===== config.mk =====
export PLATFORM = sky130hd
export DESIGN_NAME = uart_voice_allocator
export DESIGN_NICKNAME = d
export VERILOG_FILES = /design/src/rtl/uart_voice_allocator.sv
export SDC_FILE = /design/constraint.sdc
export NUM_CORES = 1
export LEC_CHECK = 0
export ABC_AREA = 1
export CAP_MARGIN = 25
export CORE_MARGIN = 2
export CORE_UTILIZATION = 61
export CTS_CLUSTER_SIZE = 12
export DETAILED_ROUTE_END_ITERATION = 10
export PLACE_DENSITY = 0.85
export SLEW_MARGIN = 20
export SYNTH_ARGS = -nofsm -noshare
export SYNTH_HDL_FRONTEND = slang
export SYNTH_SLANG_ARGS = --single-unit

===== constraint.sdc =====
create_clock -name i_Clock -period 2.4 [get_ports i_Clock]
set_input_delay 0.48 -clock i_Clock [delete_from_list [all_inputs] [get_ports i_Clock]]
set_output_delay 0.48 -clock i_Clock [all_outputs]
set_load 0.03 [all_outputs]

===== src/rtl/uart_voice_allocator.sv =====
// uart_voice_allocator
//   Parses the byte stream from the UART receiver as 2-byte note-on/note-off
//   commands (with running status) and shares C_VOICES tone-generator voices
//   among the incoming notes. Free voices are allocated lowest-index first,
//   note-off releases the matching voice, and when every voice is busy one is
//   stolen round-robin.
//
// Ports
//   i_Clock, i_Rst_L          clock, asynchronous active-low reset
//   i_RX_DV, i_RX_Byte        byte-valid pulse and byte from the UART receiver
//   i_Panic                   (VOICE_ALLOC_PANIC_EN only) all-notes-off pulse
//   o_Voice_En                per-voice active flag
//   o_Voice_Note              voice v note at [v*C_NOTE_WIDTH +: C_NOTE_WIDTH]
//   o_Cmd_Err                 pulse: bad status, orphan data byte, or timeout
//   o_Steal                   pulse: a busy voice was reassigned
//   o_Overrun                 pulse: byte dropped, holding register full
//   o_Busy                    high while scanning/applying an allocation
//
// Build option
//   VOICE_ALLOC_PANIC_EN      adds i_Panic and the 0xBn,0x7B all-notes-off
//                             command; otherwise 0xBn is a bad status byte.
module uart_voice_allocator #(
    parameter int C_VOICES     = 4,
    parameter int C_NOTE_WIDTH = 7,
    parameter int C_TIMEOUT    = 100_000
) (
    input  logic                             i_Clock,
    input  logic                             i_Rst_L,
    input  logic                             i_RX_DV,
    input  logic [7:0]                       i_RX_Byte,
`ifdef VOICE_ALLOC_PANIC_EN
    input  logic                             i_Panic,
`endif
    output logic [C_VOICES-1:0]              o_Voice_En,
    output logic [C_VOICES*C_NOTE_WIDTH-1:0] o_Voice_Note,
    output logic                             o_Cmd_Err,
    output logic                             o_Steal,
    output logic                             o_Overrun,
    output logic                             o_Busy
);
    localparam int VW = (C_VOICES > 1) ? $clog2(C_VOICES) : 1;
    localparam int TW = (C_TIMEOUT > 1) ? $clog2(C_TIMEOUT) : 1;
    localparam logic [VW-1:0] LAST_V = VW'(C_VOICES - 1);
    localparam logic [TW-1:0] TMAX   = TW'(C_TIMEOUT - 1);

    typedef enum logic [1:0] {S_IDLE, S_WAIT_NOTE, S_SCAN, S_APPLY} state_t;
    typedef enum logic [1:0] {CMD_OFF, CMD_ON, CMD_CC} cmd_t;

    state_t                               state_q, state_d;
    cmd_t                                 rs_q, rs_d;
    logic                                 rs_vld_q, rs_vld_d;
    logic                                 hold_vld_q, hold_vld_d;
    logic [7:0]                           hold_q, hold_d;
    logic [TW-1:0]                        timer_q, timer_d;
    logic                                 pend_on_q, pend_on_d;
    logic [C_NOTE_WIDTH-1:0]              pend_note_q, pend_note_d;
    logic [VW-1:0]                        idx_q, idx_d;
    logic                                 match_q, match_d, free_q, free_d;
    logic [VW-1:0]                        match_idx_q, match_idx_d;
    logic [VW-1:0]                        free_idx_q, free_idx_d;
    logic [VW-1:0]                        steal_q, steal_d;
    logic [C_VOICES-1:0]                  en_q, en_d;
    logic [C_VOICES-1:0][C_NOTE_WIDTH-1:0] vnote_q, vnote_d;
    logic                                 err_q, err_d, stl_q, stl_d, ovr_q, ovr_d;

    logic is_on, is_off, is_cc, is_data, ext_panic;
    assign is_on   = (hold_q[7:4] == 4'h9);
    assign is_off  = (hold_q[7:4] == 4'h8);
    assign is_data = ~hold_q[7];
`ifdef VOICE_ALLOC_PANIC_EN
    assign is_cc     = (hold_q[7:4] == 4'hB);
    assign ext_panic = i_Panic;
`else
    assign is_cc     = 1'b0;
    assign ext_panic = 1'b0;
`endif

    always_comb begin
        state_d     = state_q;
        rs_d        = rs_q;
        rs_vld_d    = rs_vld_q;
        hold_vld_d  = hold_vld_q;
        hold_d      = hold_q;
        timer_d     = timer_q;
        pend_on_d   = pend_on_q;
        pend_note_d = pend_note_q;
        idx_d       = idx_q;
        match_d     = match_q;
        match_idx_d = match_idx_q;
        free_d      = free_q;
        free_idx_d  = free_idx_q;
        steal_d     = steal_q;
        en_d        = en_q;
        vnote_d     = vnote_q;
        err_d       = 1'b0;
        stl_d       = 1'b0;
        ovr_d       = 1'b0;

        // Holding register is consumed here only in S_IDLE/S_WAIT_NOTE;
        // panic_cmd collects the in-band all-notes-off request.
        begin : fsm
            logic consume, panic_cmd;
            consume   = 1'b0;
            panic_cmd = 1'b0;
            case (state_q)
                S_IDLE, S_WAIT_NOTE: begin
                    if (state_q == S_WAIT_NOTE) timer_d = timer_q + TW'(1);
                    if (hold_vld_q) begin
                        consume = 1'b1;
                        if (is_on || is_off || is_cc) begin
                            rs_d     = is_on ? CMD_ON : (is_off ? CMD_OFF : CMD_CC);
                            rs_vld_d = 1'b1;
                            timer_d  = '0;        // restart even when already waiting
                            state_d  = S_WAIT_NOTE;
                        end else if (is_data) begin
                            if (!rs_vld_q) begin
                                err_d   = 1'b1;
                                state_d = S_IDLE;
                            end else if (rs_q == CMD_CC) begin
                                panic_cmd = (hold_q == 8'h7B);
                                state_d   = S_IDLE;  // other controllers ignored
                            end else begin
                                pend_on_d   = (rs_q == CMD_ON);
                                pend_note_d = hold_q[C_NOTE_WIDTH-1:0];
                                idx_d       = '0;
                                match_d     = 1'b0;
                                free_d      = 1'b0;
                                state_d     = S_SCAN;
                            end
                        end else begin
                            rs_vld_d = 1'b0;
                            err_d    = 1'b1;
                            state_d  = S_IDLE;
                        end
                    end else if (state_q == S_WAIT_NOTE && timer_q == TMAX) begin
                        err_d   = 1'b1;
                        state_d = S_IDLE;
                    end
                end
                S_SCAN: begin
                    if (en_q[idx_q] && vnote_q[idx_q] == pend_note_q && !match_q) begin
                        match_d     = 1'b1;
                        match_idx_d = idx_q;
                    end
                    if (!en_q[idx_q] && !free_q) begin
                        free_d     = 1'b1;
                        free_idx_d = idx_q;
                    end
                    if (idx_q == LAST_V) state_d = S_APPLY;
                    else                 idx_d   = idx_q + VW'(1);
                end
                S_APPLY: begin
                    state_d = S_IDLE;
                    if (pend_on_q) begin
                        if (!match_q && free_q) begin
                            en_d[free_idx_q]    = 1'b1;
                            vnote_d[free_idx_q] = pend_note_q;
                        end else if (!match_q) begin
                            en_d[steal_q]    = 1'b1;
                            vnote_d[steal_q] = pend_note_q;
                            stl_d            = 1'b1;
                            steal_d          = (steal_q == LAST_V) ? '0 : steal_q + VW'(1);
                        end
                    end else if (match_q) begin
                        en_d[match_idx_q] = 1'b0;   // note value kept for inspection
                    end
                end
                default: state_d = S_IDLE;
            endcase

            if (state_d != state_q) timer_d = '0;

            // Holding register: a byte arriving while the old one is consumed
            // in the same cycle is accepted without overrun.
            hold_vld_d = hold_vld_q & ~consume;
            if (i_RX_DV) begin
                if (hold_vld_d) begin
                    ovr_d = 1'b1;
                end else begin
                    hold_vld_d = 1'b1;
                    hold_d     = i_RX_Byte;
                end
            end

            if (panic_cmd || ext_panic) begin
                en_d       = '0;
                rs_vld_d   = 1'b0;
                hold_vld_d = 1'b0;
                steal_d    = '0;
                state_d    = S_IDLE;
                timer_d    = '0;
                stl_d      = 1'b0;
                ovr_d      = 1'b0;
            end
        end
    end

    always_ff @(posedge i_Clock or negedge i_Rst_L) begin
        if (!i_Rst_L) begin
            state_q     <= S_IDLE;
            rs_q        <= CMD_OFF;
            rs_vld_q    <= 1'b0;
            hold_vld_q  <= 1'b0;
            hold_q      <= '0;
            timer_q     <= '0;
            pend_on_q   <= 1'b0;
            pend_note_q <= '0;
            idx_q       <= '0;
            match_q     <= 1'b0;
            match_idx_q <= '0;
            free_q      <= 1'b0;
            free_idx_q  <= '0;
            steal_q     <= '0;
            en_q        <= '0;
            vnote_q     <= '0;
            err_q       <= 1'b0;
            stl_q       <= 1'b0;
            ovr_q       <= 1'b0;
        end else begin
            state_q     <= state_d;
            rs_q        <= rs_d;
            rs_vld_q    <= rs_vld_d;
            hold_vld_q  <= hold_vld_d;
            hold_q      <= hold_d;
            timer_q     <= timer_d;
            pend_on_q   <= pend_on_d;
            pend_note_q <= pend_note_d;
            idx_q       <= idx_d;
            match_q     <= match_d;
            match_idx_q <= match_idx_d;
            free_q      <= free_d;
            free_idx_q  <= free_idx_d;
            steal_q     <= steal_d;
            en_q        <= en_d;
            vnote_q     <= vnote_d;
            err_q       <= err_d;
            stl_q       <= stl_d;
            ovr_q       <= ovr_d;
        end
    end

    assign o_Voice_En   = en_q;
    assign o_Voice_Note = vnote_q;
    assign o_Cmd_Err    = err_q;
    assign o_Steal      = stl_q;
    assign o_Overrun    = ovr_q;
    assign o_Busy       = (state_q == S_SCAN) || (state_q == S_APPLY);
endmodule

# Word level (Yosys, flattened, before mapping)
# Index checks and enable logic that the tools add are counted.
# classes
addsub	3
order_cmp	7
eq_ne	25
mux	92
bitwise	10
n_reduce_logical	35
# op_table
op	count
2-to-1 mux 17 bit	6
bitwise mux 28 bit	2
2-to-1 mux 28 bit	2
2-to-1 mux 2 bit	22
2-to-1 mux 1 bit	40
demux 7 bit (select 2 bit)	2
2-to-1 mux 4 bit	6
2-to-1 mux 7 bit	3
AND reduction 7 bit	3
inequality test 2 bit, second input constant	9
adder 17 x 1 -> 17 bit, second input constant	1
== test 17 bit, second input constant	1
binary-select mux 7 bit (select 2 bit)	1
< comparator 2 x 3 -> 1 bit, second input constant	4
AND reduction 3 bit	4
== test 2 bit, second input constant	5
nonzero test 2 bit	5
nonzero test 3 bit	3
== test 4 bit, second input constant	2
== test 8 x 7 -> 1 bit, second input constant	1
logical AND 1 bit	8
OR 4 bit	2
== test 7 bit	1
demux 1 bit (select 2 bit)	3
21 further kinds	36
# totals
register_bits	84
in_bits	11
output_inout_bits	36

# Logic depth before layout (Yosys ltp)
# logic_depth
word_depth	10
mapped_depth	12

# Worst setup path after synthesis
# Ideal clock, no wire load.
# synth_path
path_kind	flip-flop to flip-flop
from	reg state_q[1]
to	reg timer_q[16]
setup_ns	0.126
arrival_time_ns	1.418
required_ns	2.274
slack_ns	0.856
stages_incl_launch_ff	12
n_path_buf	1
cell_sequence	dfrtp_1 > buf_4 > inv_4 > nand2_2 > nor2_2 > nand4_1 > nor2_1 > nand2_1 > o21ai_0 > nor2_1 > nand2_1 > o21ai_0
# synth_between
elab_chain_len	8
# synth_rtl
item	line	text
from (decl)	49	state_t state_q, state_d;
from (signal assigned)	220	state_q <= state_d;
== test 2 x 1 -> 1 bit	105, 107, 135	
logical AND 1 bit	135	end else if (state_q == S_WAIT_NOTE && timer_q == TMAX) begin
2-to-1 mux 2 bit	135	
2-to-1 mux 2 bit	108	if (hold_vld_q) begin
case mux 2 bit (3 select lines)	105	case (state_q)
inequality test 2 bit	171	if (state_d != state_q) timer_d = '0;
2-to-1 mux 17 bit	171	
2-to-1 mux 17 bit	185	if (panic_cmd || ext_panic) begin
to (signal assigned)	225	timer_q <= timer_d;
to (decl)	54	logic [TW-1:0] timer_q, timer_d;
# Several ways; a longest one is shown, not always the timed one. The select of a mux whose other input is x is not followed.
# A chain may end at the register's enable or synchronous reset.

# Worst setup path in the final report
# layout_path
from	reg state_q[1]
to	out o_Busy
# layout_between
elab_chain_len	2
# layout_rtl
item	line	text
== test 2 bit	247	assign o_Busy = (state_q == S_SCAN) || (state_q == S_APPLY);
logical OR 1 bit (*)	247	
to (decl)	39	output logic o_Busy
# Mark *: on every way between the ends. The rest lies on a longest branch, timed or not.

==> impl_metrics.prom <==
# TYPE chip_impl_metric gauge
chip_impl_info{name="status",value="finished clean"} 1
chip_impl_info{name="critical_path.top_delay_family",value="buffers and inverters"} 1
chip_impl_metric{name="synth_top_area_share",unit=""} 0.4925
chip_impl_info{name="timing.critical_path.from_type",value="flop"} 1
chip_impl_metric{name="worst_setup_hold_path_clk_slew",unit="ns"} 0.09
chip_impl_metric{name="globalRoute.totalOverflow",unit=""} 0
chip_impl_metric{name="timing_worst_slew_pin_value",unit="ns"} 0.5532
chip_impl_metric{name="vdd.ir_drop.worst",unit="uV"} 524.5
chip_impl_metric{name="final_count_of_negative_setup_slack_endpoints",unit=""} 0
chip_impl_metric{name="floorplan.die_area",unit="sq um"} 7682
chip_impl_metric{name="route.vias.total",unit=""} 3770
chip_impl_metric{name="cts-buffers-inserted",unit=""} 9
chip_impl_metric{name="area_of_the_mapped_netlist",unit="sq um"} 4268
chip_impl_info{name="ys_top_cells_by_area",value="sky130_fd_sc_hd__dfrtp_1 (49%), sky130_fd_sc_hd__nand2_1 (14%), sky130_fd_sc_hd__o21ai_0 (6.4%)"} 1
chip_impl_metric{name="drtAntennaViolNets",unit=""} 0
chip_impl_metric{name="clock_sinks",unit=""} 84
chip_impl_metric{name="met3_usage",unit=""} 0.05278
chip_impl_metric{name="drc",unit=""} 0
chip_impl_metric{name="rows",unit=""} 30
chip_impl_metric{name="grt_first_pass_wirelength",unit="um"} 16360
chip_impl_metric{name="maximum_number_of_pins_on_one_net_before_global_route_repair",unit=""} 41
chip_impl_metric{name="met1_usage",unit=""} 0.3938
chip_impl_metric{name="power.switching",unit="mW"} 1.623
chip_impl_metric{name="wirelength",unit="um"} 9979
chip_impl_metric{name="finalWorstPathRequiredPeriod",unit="ns"} 2.195
chip_impl_metric{name="synthesis.instances",unit=""} 536
chip_impl_metric{name="cp_data_arrival_time",unit="ns"} 1.72
chip_impl_metric{name="power.clock.fraction",unit=""} 0.249
chip_impl_metric{name="path_buf_inv",unit=""} 1
chip_impl_info{name="crit_type",value="reg -> out"} 1
chip_impl_metric{name="static_leakage",unit="nW"} 2.312
chip_impl_metric{name="synth-seq-area-share",unit=""} 0.4925
chip_impl_metric{name="synth-async-reset-ratio",unit=""} 1.000
chip_impl_metric{name="cts.htree.levels",unit=""} 3
chip_impl_metric{name="hold-worst-slack",unit="ns"} 0.07172
chip_impl_metric{name="worst-endpoint-required",unit="ns"} 1.92
chip_impl_metric{name="synth_edf_count",unit=""} 0
chip_impl_metric{name="layout-drive-gt1-share",unit=""} 0.08333
chip_impl_metric{name="fp.coreArea",unit="sq um"} 6794
chip_impl_metric{name="n_antenna_cell",unit=""} 0
chip_impl_metric{name="power_per_cell_area",unit="nW/um^2"} 834.8
chip_impl_metric{name="period_share",unit=""} 0.9147
chip_impl_info{name="critical_path.cell_chain",value="clkdlybuf4s50_1"} 1
chip_impl_metric{name="worst_slew_margin_rel",unit=""} 0.6264
chip_impl_metric{name="switching_share",unit=""} 0.3868
chip_impl_metric{name="grt_util_all_layers",unit=""} 0.2762
chip_impl_info{name="synth_flop_cell",value="sky130_fd_sc_hd__dfrtp_1"} 1
chip_impl_metric{name="placed_cell_area",unit="sq um"} 4816
chip_impl_metric{name="max_cap_violations",unit=""} 0
chip_impl_metric{name="floorplan.die.height",unit="um"} 87.65
chip_impl_metric{name="internal_power",unit="mW"} 2.573
chip_impl_metric{name="cts_hold_repair.buffers",unit=""} 0
chip_impl_metric{name="final_slew_viol_count",unit=""} 0
chip_impl_metric{name="setup_total_negative_slack",unit="ns"} 0
chip_impl_metric{name="design_area",unit="sq um"} 5026
chip_impl_metric{name="skew",unit="ns"} 0.01478
chip_impl_metric{name="pwr-share-comb",unit=""} 0.309
chip_impl_info{name="clock_root_buffer",value="sky130_fd_sc_hd__clkbuf_8"} 1
chip_impl_metric{name="clock.fmax",unit="MHz"} 455.5
chip_impl_metric{name="crit_path_max_fanout",unit=""} 8
chip_impl_metric{name="gr-usage-met2",unit=""} 0.4208
chip_impl_metric{name="vias_per_cell",unit=""} 5.512
chip_impl_metric{name="synth.distinct_cells",unit=""} 35
chip_impl_info{name="timing.hold.worst.class",value="in -> async"} 1
chip_impl_metric{name="synth-warning-count",unit=""} 0
chip_impl_metric{name="cts_buffer_depth",unit=""} 2
chip_impl_info{name="endpoint_kind",value="output port"} 1
chip_impl_metric{name="power_frac_seq",unit=""} 0.442
chip_impl_metric{name="grt_pass1_vias",unit=""} 3492
chip_impl_metric{name="antenna_found_initial",unit=""} 0
chip_impl_info{name="tritoncts",value="yes"} 1
chip_impl_metric{name="drtIter0Drc",unit=""} 332
chip_impl_metric{name="crit_path_max_incr_delay",unit="ns"} 0.77
chip_impl_metric{name="dp.final_hpwl",unit="um"} 7445
chip_impl_metric{name="buffer_ports.inserted",unit=""} 46
chip_impl_info{name="worst_path_max_delay_cell",value="sky130_fd_sc_hd__clkdlybuf4s50_1"} 1
chip_impl_metric{name="die_x",unit="um"} 87.65
chip_impl_metric{name="clkLatencyLatePin",unit="ns"} 0.36
chip_impl_metric{name="number_of_endpoints_with_negative_hold_slack_in_the_final_report",unit=""} 0
chip_impl_metric{name="ys_seq_elements",unit=""} 84
chip_impl_metric{name="synth_nets",unit=""} 553
chip_impl_metric{name="initial_core_utilization",unit=""} 0.6282
chip_impl_info{name="yosys.area.top_type",value="sky130_fd_sc_hd__dfrtp_1"} 1
chip_impl_metric{name="top_level_ports",unit=""} 47
chip_impl_metric{name="drtPass1Iterations",unit=""} 5
chip_impl_metric{name="gp_congestion",unit=""} 0.9093
chip_impl_metric{name="growth_of_design_area_from_synthesis_to_finish",unit="%"} 17.77
chip_impl_metric{name="total_number_of_nets_in_the_final_design",unit=""} 600
chip_impl_metric{name="ctsResizeCount",unit=""} 0
chip_impl_info{name="rsz0062_at_grt",value="no"} 1
chip_impl_metric{name="cts_post_setup_buffers_inserted",unit=""} 0
chip_impl_metric{name="wl_per_cell",unit="um"} 14.59
chip_impl_metric{name="syn-mean-instance-area",unit="sq um"} 7.962
chip_impl_info{name="gr-max-usage-layer",value="met2"} 1
-- metrics by stage --
stage / utilization / setup slack (ns) / instances / total power [mW]
after floorplan: - / 0.8558 / 536 / 2.759
after CTS: 0.7398 / 0.1844 / 684 / 4.191
after global routing: 0.7398 / 0.1433 / 684 / 4.449
after global placement: 0.7088 / 0.5671 / 668 / 3.095
final: 0.7398 / 0.2047 / 684 / 4.196
after detailed placement: 0.7088 / 0.5126 / 668 / 3.150
-- power by group through the flow --
stage / sequential (mW) / clock [mW] / combinational (mW)
finish: 1.86 / 1.04 / 1.30
global route: 1.88 / 1.11 / 1.45
CTS: 1.85 / 1.05 / 1.29
floorplan: 1.85 / 0 / 0.912
detailed placement: 1.87 / 0 / 1.28
global placement: 1.86 / 0 / 1.24
-- placed cells by master (no fill, tap or decap), drive strengths merged --
cell and count:
nand2 162, dfrtp 84, inv 62, o21ai 61, nor2 47, clkdlybuf4s50 45, nand3 41, a21oi 17
xor2 11, clkbuf 10, nand4 9, nor3 8, buf 7, ha 6, o41ai 3, mux2 3
clkinv 3, xnor2 2, o211ai 1, nand3b 1, a211oi 1, a21o 1, o22ai 1, clkinvlp 1
bufinv 1
-- per-layer routing --
layer	vias to the layer above	share of wire
met2	138	0.47
met3	21	0.059
li1	1816	-
met4	0	0.016
met1	1795	0.46
met5	-	0
-- kinds of logic after synthesis --
family,after synthesis,synth area share
xor+xnor,13,0.02668
mux,3,0.007915
flops,84,0.4925
simple gates,268,0.2747
buf+inv,77,0.07183
fa+ha+maj,6,0.01759
compound gates,85,0.1088
-- registers in the layout (all words and copies together), names as in the netlist, 4 cells and up --
signal        flops
hold_q            8
o_Voice_Note     28
pend_note_q       7
o_Voice_En        4
timer_q          17
-- final timing paths --
check,from,to,slack [ns],depth (start not counted)
worst max-delay path,state_q[1],o_Busy,0.20,1
worst min-delay path,i_Rst_L,o_Voice_Note[16],0.07,1
worst max register to register,state_q[1],timer_q[16],0.44,10
worst min register to register,timer_q[14],timer_q[14],0.52,2
max in group asynchronous,i_Rst_L,pend_note_q[1],1.65,2
min in group i_Clock,timer_q[14],timer_q[14],0.52,2
-- area by class of cell --
class	count	area (sq um)
multi-input combinational	375	1859
fill	509	1768
clock inverter	6	72.57
sequential	84	2102
inverter	61	231.5
timing repair buffer	52	503.0
tap	96	120.1
clock buffer	10	137.6
-- synth_stat cells (4+ instances only) --
master and count:
sky130_fd_sc_hd__a21oi_1 16, sky130_fd_sc_hd__buf_2 6, sky130_fd_sc_hd__clkbuf_1 7, sky130_fd_sc_hd__dfrtp_1 84, sky130_fd_sc_hd__ha_1 6, sky130_fd_sc_hd__inv_1 57
sky130_fd_sc_hd__nand2_1 158, sky130_fd_sc_hd__nand3_1 38, sky130_fd_sc_hd__nand4_1 9, sky130_fd_sc_hd__nor2_1 41, sky130_fd_sc_hd__nor3_1 7, sky130_fd_sc_hd__o21ai_0 55
sky130_fd_sc_hd__o21ai_2 4, sky130_fd_sc_hd__xor2_1 11
No activity file was read; power rests on OpenSTA's default activity.
